<file path="src/rtl/wgt_pingpong_sched.sv">
// Layer-level scheduler for the weight path. It sequences img2col weight chunks
// into a two-bank ping-pong buffer and hands full banks to the cubic array.
module wgt_pingpong_sched #(
  parameter int CHN_W = 3,
  parameter int KS_W  = 4
) (
  input  logic             clock,
  input  logic             rst_n,
  input  logic             layer_start,
  input  logic [CHN_W-1:0] cfg_chn_one_time,
  input  logic [CHN_W-1:0] cfg_chn_rpt_times,
  input  logic [KS_W-1:0]  cfg_kernel_size,
  output logic             i2c_wgt_start,
  output logic             i2c_wgt_continue,
  output logic [CHN_W-1:0] i2c_chn_one_time,
  output logic [CHN_W-1:0] i2c_chn_rpt_times,
  output logic [KS_W-1:0]  i2c_kernel_size,
  input  logic             chn_one_time_done,
  input  logic             chn_rpt_done,
  output logic             wr_bank_sel,
  output logic             rd_bank_sel,
  output logic             cube_wgt_valid,
  input  logic             cube_wgt_done,
  output logic             layer_busy,
  output logic             layer_done,
  output logic             proto_err
);

  // One extra bit so a full count of 2**CHN_W chunks fits.
  localparam int CNT_W = CHN_W + 1;

  typedef enum logic [1:0] {
    S_IDLE,
    S_FILL,
    S_WAIT_BANK,
    S_DRAIN
  } state_t;

  state_t           state;
  logic [1:0]       bank_full;
  logic [CNT_W-1:0] chunk_cnt;
  logic [CNT_W-1:0] total;

  logic             rel_ok;
  logic             fill_done;
  logic             last_chunk;
  logic             wr_alt;
  logic             rd_nxt;
  logic             err_now;
  logic [1:0]       full_nxt;
  logic [CNT_W-1:0] chunk_nxt;

  // Bank occupancy after this cycle's producer and consumer events. The
  // release is applied first so a same-cycle set on the same bank wins.
  always_comb begin
    // NOTE: every always_comb target gets a default first, so no path can
    // leave a value held over and infer a latch.
    rel_ok     = cube_wgt_done & bank_full[rd_bank_sel];
    fill_done  = (state == S_FILL) & chn_one_time_done;
    chunk_nxt  = chunk_cnt + CNT_W'(1);
    last_chunk = fill_done & (chunk_nxt == total);
    wr_alt     = ~wr_bank_sel;
    rd_nxt     = rel_ok ? ~rd_bank_sel : rd_bank_sel;
    full_nxt   = bank_full;
    if (rel_ok)    full_nxt[rd_bank_sel] = 1'b0;
    if (fill_done) full_nxt[wr_bank_sel] = 1'b1;
    err_now = (cube_wgt_done & ~bank_full[rd_bank_sel])
            | (chn_one_time_done & (state != S_FILL))
            | (chn_rpt_done & ~last_chunk)
            | (last_chunk & ~chn_rpt_done);
  end

  always_ff @(posedge clock) begin
    // NOTE: the reset is sampled on the clock edge like any other input; every
    // register here is small control state, so all of it is reset.
    if (!rst_n) begin
      state             <= S_IDLE;
      bank_full         <= 2'b00;
      chunk_cnt         <= '0;
      total             <= '0;
      i2c_wgt_start     <= 1'b0;
      i2c_wgt_continue  <= 1'b0;
      i2c_chn_one_time  <= '0;
      i2c_chn_rpt_times <= '0;
      i2c_kernel_size   <= '0;
      wr_bank_sel       <= 1'b0;
      rd_bank_sel       <= 1'b0;
      cube_wgt_valid    <= 1'b0;
      layer_busy        <= 1'b0;
      layer_done        <= 1'b0;
      proto_err         <= 1'b0;
    end else begin
      // NOTE: non-blocking assignments throughout; later assignments in this
      // block deliberately override the defaults written above them.
      i2c_wgt_start    <= 1'b0;
      i2c_wgt_continue <= 1'b0;
      layer_done       <= 1'b0;
      bank_full        <= full_nxt;
      rd_bank_sel      <= rd_nxt;
      cube_wgt_valid   <= full_nxt[rd_nxt];
      if (err_now) proto_err <= 1'b1;

      case (state)
        S_IDLE: begin
          if (layer_start) begin
            i2c_chn_one_time  <= cfg_chn_one_time;
            i2c_chn_rpt_times <= cfg_chn_rpt_times;
            i2c_kernel_size   <= cfg_kernel_size;
            total             <= {1'b0, cfg_chn_rpt_times} + CNT_W'(1);
            chunk_cnt         <= '0;
            bank_full         <= 2'b00;
            wr_bank_sel       <= 1'b0;
            rd_bank_sel       <= 1'b0;
            cube_wgt_valid    <= 1'b0;
            proto_err         <= 1'b0;
            i2c_wgt_start     <= 1'b1;
            layer_busy        <= 1'b1;
            state             <= S_FILL;
          end
        end

        S_FILL: begin
          if (fill_done) begin
            wr_bank_sel <= wr_alt;
            chunk_cnt   <= chunk_nxt;
            if (last_chunk) begin
              state <= S_DRAIN;
            end else if (!full_nxt[wr_alt]) begin
              i2c_wgt_continue <= 1'b1;
            end else begin
              state <= S_WAIT_BANK;
            end
          end
        end

        S_WAIT_BANK: begin
          if (!full_nxt[wr_bank_sel]) begin
            i2c_wgt_continue <= 1'b1;
            state            <= S_FILL;
          end
        end

        S_DRAIN: begin
          if (full_nxt == 2'b00) begin
            layer_done <= 1'b1;
            layer_busy <= 1'b0;
            state      <= S_IDLE;
          end
        end

        default: state <= S_IDLE;
      endcase
    end
  end

endmodule

</file>
<file path="config.mk">
export PLATFORM = sky130hd
export DESIGN_NAME = wgt_pingpong_sched
export DESIGN_NICKNAME = d
export VERILOG_FILES = /design/src/rtl/wgt_pingpong_sched.sv
export SDC_FILE = /design/constraint.sdc
export NUM_CORES = 1
export LEC_CHECK = 0
export CORE_ASPECT_RATIO = 0.5
export CORE_MARGIN = 8
export CORE_UTILIZATION = 29
export CTS_BUF_LIST = sky130_fd_sc_hd__clkbuf_8
export DETAILED_ROUTE_END_ITERATION = 16
export PLACE_DENSITY = 0.57
export SLEW_MARGIN = 20
export SYNTH_ARGS = -nofsm -noshare
export SYNTH_HDL_FRONTEND = slang
export SYNTH_SLANG_ARGS = --single-unit
export TNS_END_PERCENT = 20
</file>
<file path="constraint.sdc">
create_clock -name clock -period 2.3 [get_ports clock]
set_input_delay 0.345 -clock clock [delete_from_list [all_inputs] [get_ports clock]]
set_output_delay 0.345 -clock clock [all_outputs]
set_load 0.01 [all_outputs]
</file>
==> run_results.csv, run 1 <==
group,metric,value,unit
run_status,run_status,"finished, final reports clean",
job,max-cap-violations,0,
sta,fin_ws,292,ps
placement,place_hpwl,2.66,mm
synth,ys_top_cells_by_count,"nand2_1 (38), dfxtp_1 (30), a21oi_1 (23)",
pwr,vdd_ir_drop_max,0.000295,V
global_route,antenna_found_initial,0,
placement,gp_congestion,0.794,
sta,fin_setup_tns,0,ps
pwr,power.density,880,nW/um^2
die,row_count,18,
critical_path,crit_path_end_kind,"register",
clock_network,insertion_delay,280,ps
routing,antenna_left,0,
die,initial_core_util,30.2,%
critical_path,cp_slowest_stage_delay,340,ps
die,die_area,7820,um^2
layout,diodes,0,
synth,syn_area_per_cell,8.00,um^2
sta,min_period,2010,ps
sta,hold_viol,0,
synth,ys_ff_latch,30,
critical_path,critical_path_required,2520,ps
sta,finalCritPeriodShare,87.3,%
synth,synth_area,1490,um^2
die,core-area,4930,um^2
layout,nFillCells,516,
routing,vias_per_cell,4.65,
placement,detailedPlace.worstSlack,178,ps
routing,wl,3.67,mm
layout,area_delta_synth_final,30.9,%
global_route,grt_max_degree,22,
clock_network,cts.sinks,30,
routing,drt-pass1-iter-count,4,
routing,wire_per_inst,12.8,um
layout,drive_gt1_share,6.45,%
synth,synth_async_sr_flop_share,0,%
synth,synth_edf_count,0,
synth,synth_seq_area_share,40.4,%
clock_network,cts_tree,"built",
die,die_y,66.6,um
synth,yosysMostFrequentCell,"nand2_1",
clock_network,cts_made_buffers,5,
sta,clock_skew,6.19,ps
synth,synth_ff_type,"dfxtp_1",
sta,worst_slew_pin_slew,532,ps
synth,ys_types,34,
sta,max_freq,498,MHz
clock_network,path_clk_slew,70,ps
critical_path,crit_type,"register to register",
critical_path,critPathBufInv,1,
clock_network,cts_resized,0,
global_route,grt_overflow,0,
global_route,grt_pass1_wl,6.10,mm
sta,rsz0062_at_grt,"false",
routing,vias,1335,
critical_path,cp_max_fo,9,
critical_path,cp_slowest_cell,"dfxtp_1",
critical_path,cp_top_family,"simple AND/OR/NAND/NOR gates",
layout,fin_nets,240,
synth,synth_fp_nets,209,
global_route,first_global_vias,1283,
placement,placed_cell_area,1870,um^2
clock_network,root_buffer,"clkbuf_8",
placement,port_buffers,33,
critical_path,cp.arrival,2220,ps
clock_network,postCtsSetupRepairBufs,0,
critical_path,cp_cell_sequence,"inv_1 -> ha_1 -> and2_1 -> nand3_2 -> nor3_2 -> o211a_1 -> mux2i_1",
pwr,p_leak,0.720,nW
synth,synthTopCellsByArea,"dfxtp_1 (40%), nand2_1 (9.6%), a21oi_1 (7.7%)",
clock_network,h-tree-depth,2,
sta,finalMaxSlewViolations,0,
die,die_w,117,um
synth,yosysWarnings,0,
sta,relSlewSlack,64.5,%
routing,drtIter0Drc,42,
pwr,finalPower,1.71,mW
sta,setup_viol,0,
routing,drc,0,
worst_hold_path,hold_class,"register to register",
synth,netlist_instances,186,
synth,synth_top_area_share,40.4,%
critical_path,crit_path_start_kind,"register",
global_route,grt_usage,10.1,%
die,ios,34,
clock_network,clockBufferDepth,2,
critical_path,rrSetupSlack,290,ps
clock_network,cts_hold_buffers,0,
layout,fin_area,1950,um^2
synth,yosys.area.top_type,"dfxtp_1",
registers in the layout, indices dropped and copies added, names as in the netlist:
signal / cells
i2c_wgt_start: 1
wr_bank_sel: 1
bank_full: 2
i2c_wgt_continue: 1
layer_done: 1
total: 4
i2c_kernel_size: 4
cube_wgt_valid: 1
layer_busy: 1
rd_bank_sel: 1
i2c_chn_rpt_times: 3
state: 2
i2c_chn_one_time: 3
chunk_cnt: 4
proto_err: 1
per-stage QoR:
stage	hold slack [ps]	std cells	util, %
2_1_floorplan	444	186	-
3_3_place_gp	442	280	37.9
3_5_place_dp	447	280	37.9
4_1_cts	455	287	39.5
5_1_grt	480	287	39.5
6_report	456	287	39.5
cell families (layout without fill, tap and decap cells):
group	after synthesis	in the layout	share of synthesized area (%)
compound gates	45	45	18.0
xor+xnor	8	8	5.21
fa+ha+maj	7	7	5.89
buf+inv	17	48	5.05
flops	30	30	40.4
mux	5	5	3.36
simple gates	74	74	22.1
power breakdown:
group / total [mW] / switching, mW / internal (mW)
clock: 0.410 / 0.208 / 0.203
sequential: 0.678 / 0.0734 / 0.605
combinational: 0.625 / 0.334 / 0.291
total: 1.71 / 0.615 / 1.10
per-layer routing:
metal / vias to the layer above / share of wire (%) / wire [um] / track usage, %
met5: - / 0 / 0 / 0
met2: 41 / 43 / 1570 / 15.0
met1: 602 / 47 / 1720 / 12.0
met4: 0 / 2.2 / 79 / 5.69
met3: 6 / 8.0 / 295 / 4.69
li1: 686 / - / - / -
cell type report:
cell class | count | area [um^2] | area share (%)
clock buffer | 5 | 68.8 | 3.53
clock inverter | 2 | 10.0 | 0.514
inverter | 6 | 22.5 | 1.16
multi-input combinational | 139 | 812 | 41.7
sequential | 30 | 601 | 30.8
tap | 70 | 87.6 | 4.50
timing repair buffer | 35 | 345 | 17.7
worst min-delay path, delay by kind of cell, from the launching register on:
kind / cells / cell delay (ps)
and+or+nand+nor: 1 / 50
AOI/OAI and AO/OA: 1 / 50
DFF: 1 / 310
path summary, 6_finish.rpt:
kind,start,endpoint,cells past startpoint
worst max-delay path,state[1]$_SDFFE_PN0P_,state[0]$_SDFFE_PN0P_,7
worst min-delay path,i2c_kernel_size[1]$_SDFFE_PN0P_,i2c_kernel_size[1]$_SDFFE_PN0P_,2
worst max register to register,state[1]$_SDFFE_PN0P_,state[0]$_SDFFE_PN0P_,7
worst min register to register,i2c_kernel_size[1]$_SDFFE_PN0P_,i2c_kernel_size[1]$_SDFFE_PN0P_,2
cells in the final DEF, fill, tap and decap left out, drive strengths merged:
| cell type | count |
|---|---|
| nand2 | 38 |
| clkdlybuf4s50 | 33 |
| dfxtp | 30 |
| a21oi | 23 |
| nor2 | 17 |
| o21ai | 7 |
| ha | 7 |
| inv | 6 |
| xnor2 | 6 |
| mux2i | 5 |
| clkbuf | 5 |
| nor2b | 4 |
| a211oi | 3 |
| a22oi | 3 |
| nand3 | 3 |
| nor3 | 3 |
| and2 | 2 |
| nand2b | 2 |
| o211ai | 2 |
| or2 | 2 |
| a221oi | 2 |
| clkinv | 2 |
| buf | 2 |
| xor2 | 2 |
| a32o | 1 |
| a31oi | 1 |
| o211a | 1 |
| o21a | 1 |
| nand4 | 1 |
| nand3b | 1 |
| o22ai | 1 |
| and3 | 1 |
(Power assumes the default switching activity.)
==> run 2: changes to the inputs <==
--- a/config.mk
+++ b/config.mk
@@ -10,6 +10,7 @@
 export CORE_UTILIZATION = 29
 export CTS_BUF_LIST = sky130_fd_sc_hd__clkbuf_8
 export DETAILED_ROUTE_END_ITERATION = 16
+export MAX_ROUTING_LAYER = met4
 export PLACE_DENSITY = 0.57
 export SLEW_MARGIN = 20
 export SYNTH_ARGS = -nofsm -noshare
==> run_results.csv, run 2 (synthesis gave the netlist of run 1 again) <==
group,metric,value,unit
global_route,grt_overflow,0,
die,initial_core_util,30.2,%
critical_path,rrSetupSlack,290,ps
sta,worst_slew_pin_slew,532,ps
die,ios,34,
sta,max_freq,498,MHz
pwr,vdd_ir_drop_max,0.000296,V
routing,wl,3.67,mm
die,row_count,18,
global_route,grt_pass1_wl,6.09,mm
clock_network,clockBufferDepth,2,
routing,drtIter0Drc,45,
die,die_area,7820,um^2
clock_network,postCtsSetupRepairBufs,0,
layout,final_cell_mix,"nand2_1 (38), clkdlybuf4s50_1 (33), dfxtp_1 (30)",
sta,rsz0062_at_grt,"false",
layout,area_delta_synth_final,30.9,%
worst_hold_path,hold_depth,2,
critical_path,crit_type,"register to register",
sta,fin_hold_ws,455,ps
sta,finalCritPeriodShare,87.3,%
die,die_y,66.6,um
sta,min_period,2010,ps
worst_hold_path,hold_class,"register to register",
critical_path,cp_max_fo,9,
clock_network,cts_made_buffers,5,
sta,hold_viol,0,
routing,vias,1340,
layout,reg_top3,"chunk_cnt x4, i2c_kernel_size x4, total x4",
clock_network,cts_resized,0,
critical_path,crit_path_start_kind,"register",
critical_path,crit_path_end_kind,"register",
placement,gp_congestion,0.805,
clock_network,cts_tree,"built",
critical_path,cp.arrival,2220,ps
pwr,power.density,880,nW/um^2
layout,diodes,0,
routing,drt-pass1-iter-count,4,
run_status,run_status,"finished, final reports clean",
clock_network,cts.sinks,30,
placement,place_hpwl,2.66,mm
layout,drive_gt1_share,6.45,%
die,die_w,117,um
clock_network,root_buffer,"clkbuf_8",
critical_path,critical_path_required,2520,ps
pwr,p_leak,0.720,nW
sta,relSlewSlack,64.6,%
clock_network,h-tree-depth,2,
worst_hold_path,min_from,"i2c_kernel_size[1]$_SDFFE_PN0P_",
routing,drc,0,
placement,port_buffers,33,
clock_network,path_clk_slew,70,ps
sta,finalMaxSlewViolations,0,
critical_path,r2r-end,"state[0]$_SDFFE_PN0P_",
layout,fin_nets,240,
worst_hold_path,hold-path-endpoint,"i2c_kernel_size[1]$_SDFFE_PN0P_",
sta,clock_skew,6.03,ps
global_route,grt_usage,10.4,%
global_route,grt_max_degree,22,
sta,setup_viol,0,
layout,final_common_cell,"nand2_1",
global_route,first_global_vias,1284,
sta,fin_setup_tns,0,ps
critical_path,r2r_start,"state[1]$_SDFFE_PN0P_",
routing,wire_per_inst,12.8,um
routing,antenna_left,0,
clock_network,insertion_delay,280,ps
job,max-cap-violations,0,
die,core-area,4930,um^2
routing,vias_per_cell,4.67,
critical_path,rr_worst_depth,7,
clock_network,cts_hold_buffers,0,
global_route,antenna_found_initial,0,
## run 2: cell counts in the layout (fill, tap and decap cells not counted)
Identical to the previous run, type by type.
## run 2: report_power, final
part / switching [mW] / leakage (nW) / internal, mW
logic: 0.334 / 0.431 / 0.291
clock network: 0.208 / 0.0438 / 0.203
registers: 0.0734 / 0.245 / 0.605
## run 2: how the worst max path moves through the flow
| stage | from | to |
|---|---|---|
| after CTS | state[1]$_SDFFE_PN0P_ | state[0]$_SDFFE_PN0P_ |
| after floorplan | state[1]$_SDFFE_PN0P_ | state[0]$_SDFFE_PN0P_ |
| after detailed placement | chn_one_time_done | state[1]$_SDFFE_PN0P_ |
| final | state[1]$_SDFFE_PN0P_ | state[0]$_SDFFE_PN0P_ |
| after global placement | chn_one_time_done | state[0]$_SDFFE_PN0P_ |
| after global routing | state[1]$_SDFFE_PN0P_ | state[1]$_SDFFE_PN0P_ |
## run 2: worst max-delay path, stage by stage, from the launching register on
cell     delay (ps)
dfxtp_1         340
inv_1           110
ha_1            340
and2_1          330
nand3_2         120
nor3_2          270
o211a_1         250
mux2i_1         180
## run 2: through the flow
stage / cell area (um^2) / total power [mW] / utilization [%] / std cells / setup slack (ps)
after floorplan: 1490 / 1.09 / - / 186 / 650
final: 1950 / 1.71 / 39.5 / 287 / 292
after detailed placement: 1870 / 1.32 / 37.9 / 280 / 178
after global placement: 1870 / 1.31 / 37.9 / 280 / 270
after CTS: 1950 / 1.73 / 39.5 / 287 / 323
after global routing: 1950 / 1.84 / 39.5 / 287 / 181
## run 2: area by class of cell
type	instances	area [um^2]
Fill cell	516	2990
Multi-Input combinational cell	139	812
Sequential cell	30	601
Timing Repair Buffer	35	345
Tap cell	70	87.6
Clock buffer	5	68.8
Inverter	6	22.5
Clock inverter	2	10.0
## run 2: layer usage
layer,wire [um],up-vias,GRT usage (%)
met5,0,-,-
met4,79,0,5.69
met3,224,6,3.79
met2,1570,41,15.0
met1,1790,607,12.5
li1,-,686,-
==> run 3: changes to the inputs <==
--- a/config.mk
+++ b/config.mk
@@ -7,11 +7,11 @@
 export LEC_CHECK = 0
 export CORE_ASPECT_RATIO = 0.5
 export CORE_MARGIN = 8
-export CORE_UTILIZATION = 29
+export CORE_UTILIZATION = 38
 export CTS_BUF_LIST = sky130_fd_sc_hd__clkbuf_8
 export DETAILED_ROUTE_END_ITERATION = 16
 export MAX_ROUTING_LAYER = met4
-export PLACE_DENSITY = 0.57
+export PLACE_DENSITY = 0.69
 export SLEW_MARGIN = 20
 export SYNTH_ARGS = -nofsm -noshare
 export SYNTH_HDL_FRONTEND = slang
==> run_results.csv, run 3 (synthesis gave the netlist of run 1 again) <==
group,metric,value,unit
run_status,run_status,"finished, final reports clean",
sta,worst_slew_pin_slew,625,ps
sta,fin_setup_tns,0,ps
sta,setup_viol,0,
placement,place_hpwl,2.47,mm
layout,final_common_cell,"nand2_1",
sta,rsz0062_at_grt,"false",
routing,drc,0,
die,row_count,16,
layout,reg_top3,"chunk_cnt x4, i2c_kernel_size x4, total x4",
routing,vias_per_cell,4.84,
sta,fin_hold_ws,456,ps
layout,finish.utilization,50.8,%
placement,detailedPlace.worstSlack,186,ps
job,max-cap-violations,0,
placement,placed_cell_area,1830,um^2
pwr,power.density,931,nW/um^2
sta,clock_skew,4.95,ps
pwr,p_leak,0.725,nW
placement,gp_congestion,0.833,
global_route,grt_max_degree,22,
clock_network,h-tree-depth,2,
critical_path,crit_type,"register to register",
pwr,clockPowerShare,28.7,%
routing,drt-pass1-iter-count,4,
sta,finalCritPeriodShare,87.2,%
routing,vias,1306,
clock_network,cts_resized,0,
sta,finalMaxSlewViolations,0,
die,die_y,60.2,um
layout,area_delta_synth_final,30.5,%
pwr,comb_power_share,33.8,%
clock_network,cts_tree,"built",
pwr,switching_share,33.3,%
clock_network,cts_made_buffers,5,
layout,drive_gt1_share,6.02,%
routing,antenna_left,0,
sta,max_freq,499,MHz
layout,fin_area,1940,um^2
critical_path,cp_slowest_stage_delay,350,ps
global_route,antenna_found_initial,0,
global_route,grt_overflow,0,
critical_path,cp_top_family,"simple AND/OR/NAND/NOR gates",
critical_path,crit_path_start_kind,"register",
pwr,finalPower,1.81,mW
critical_path,critical_path_required,2510,ps
global_route,first_global_vias,1225,
critical_path,critPathBufInv,1,
critical_path,cp.arrival,2210,ps
critical_path,cp_max_fo,9,
routing,wire_per_inst,12.7,um
sta,hold_viol,0,
sta,min_period,2000,ps
die,core-area,3820,um^2
sta,relSlewSlack,58.3,%
clock_network,cts_hold_buffers,0,
global_route,grt_usage,11.5,%
placement,placedCellCount,262,
clock_network,path_clk_slew,70,ps
routing,drtIter0Drc,56,
critical_path,cp_slowest_cell,"ha_1",
clock_network,cts.sinks,30,
die,die_area,6290,um^2
die,initial_core_util,38.9,%
sta,fin_ws,295,ps
worst_hold_path,hold_class,"register to register",
layout,diodes,0,
die,ios,34,
pwr,p_seq_share,37.6,%
layout,fin_nets,238,
pwr,p_switching,603,uW
pwr,p_int,1.21,mW
critical_path,cp_cell_sequence,"inv_1 -> ha_1 -> and2_1 -> nand3_2 -> nor3_2 -> o211a_1 -> mux2i_1",
clock_network,postCtsSetupRepairBufs,0,
clock_network,insertion_delay,280,ps
placement,port_buffers,33,
layout,final_cell_mix,"nand2_1 (38), clkdlybuf4s50_1 (33), dfxtp_1 (30)",
routing,wl,3.42,mm
clock_network,clockBufferDepth,2,
pwr,vdd_ir_drop_max,0.000325,V
layout,fin_cells,270,
die,die_w,104,um
global_route,grt_pass1_wl,5.61,mm
clock_network,root_buffer,"clkbuf_8",
critical_path,crit_path_end_kind,"register",
[run 3: cell types whose count changed in the layout (fill, tap and decap cells not counted), sizes merged]
| cell | previous run | this run |
|---|---|---|
| bufinv | 0 | 1 |
| buf | 2 | 0 |
[run 3: path summary, 6_finish.rpt]
kind                                   startpoint                         endpoint  slack (ps)  cells past startpoint
setup / recovery            state[1]$_SDFFE_PN0P_            state[1]$_SDFFE_PN0P_         300                      7
hold / removal    i2c_kernel_size[0]$_SDFFE_PN0P_  i2c_kernel_size[0]$_SDFFE_PN0P_         460                      2
setup reg to reg            state[1]$_SDFFE_PN0P_            state[1]$_SDFFE_PN0P_         300                      7
hold reg to reg   i2c_kernel_size[0]$_SDFFE_PN0P_  i2c_kernel_size[0]$_SDFFE_PN0P_         460                      2
[run 3: power groups by stage]
stage                     clock network, mW  registers, mW  logic [mW]
after CTS                             0.529          0.680       0.618
after floorplan                           0          0.692       0.394
final                                 0.518          0.679       0.611
after detailed placement                  0          0.691       0.612
after global routing                  0.557          0.692       0.683
after global placement                    0          0.688       0.604
[run 3: tightest hold or removal path: stages, from the launching register on]
cell	delay (ps)
dfxtp_1	310
nand2_1	50
a21oi_1	50
[run 3: routing by layer]
metal | up-vias | global-route usage (%) | routed length, um
li1 | 682 | - | -
met1 | 591 | 13.5 | 1650
met2 | 28 | 17.7 | 1540
met3 | 5 | 4.62 | 183
met4 | 0 | 4.28 | 46
met5 | - | - | 0
[run 3: area by class of cell]
cell class | instances | area (um^2)
Timing Repair Buffer | 33 | 330
Tap cell | 54 | 67.6
Clock buffer | 5 | 68.8
Sequential cell | 30 | 601
Multi-Input combinational cell | 139 | 812
Clock inverter | 3 | 40.0
Fill cell | 369 | 1880
Inverter | 6 | 22.5
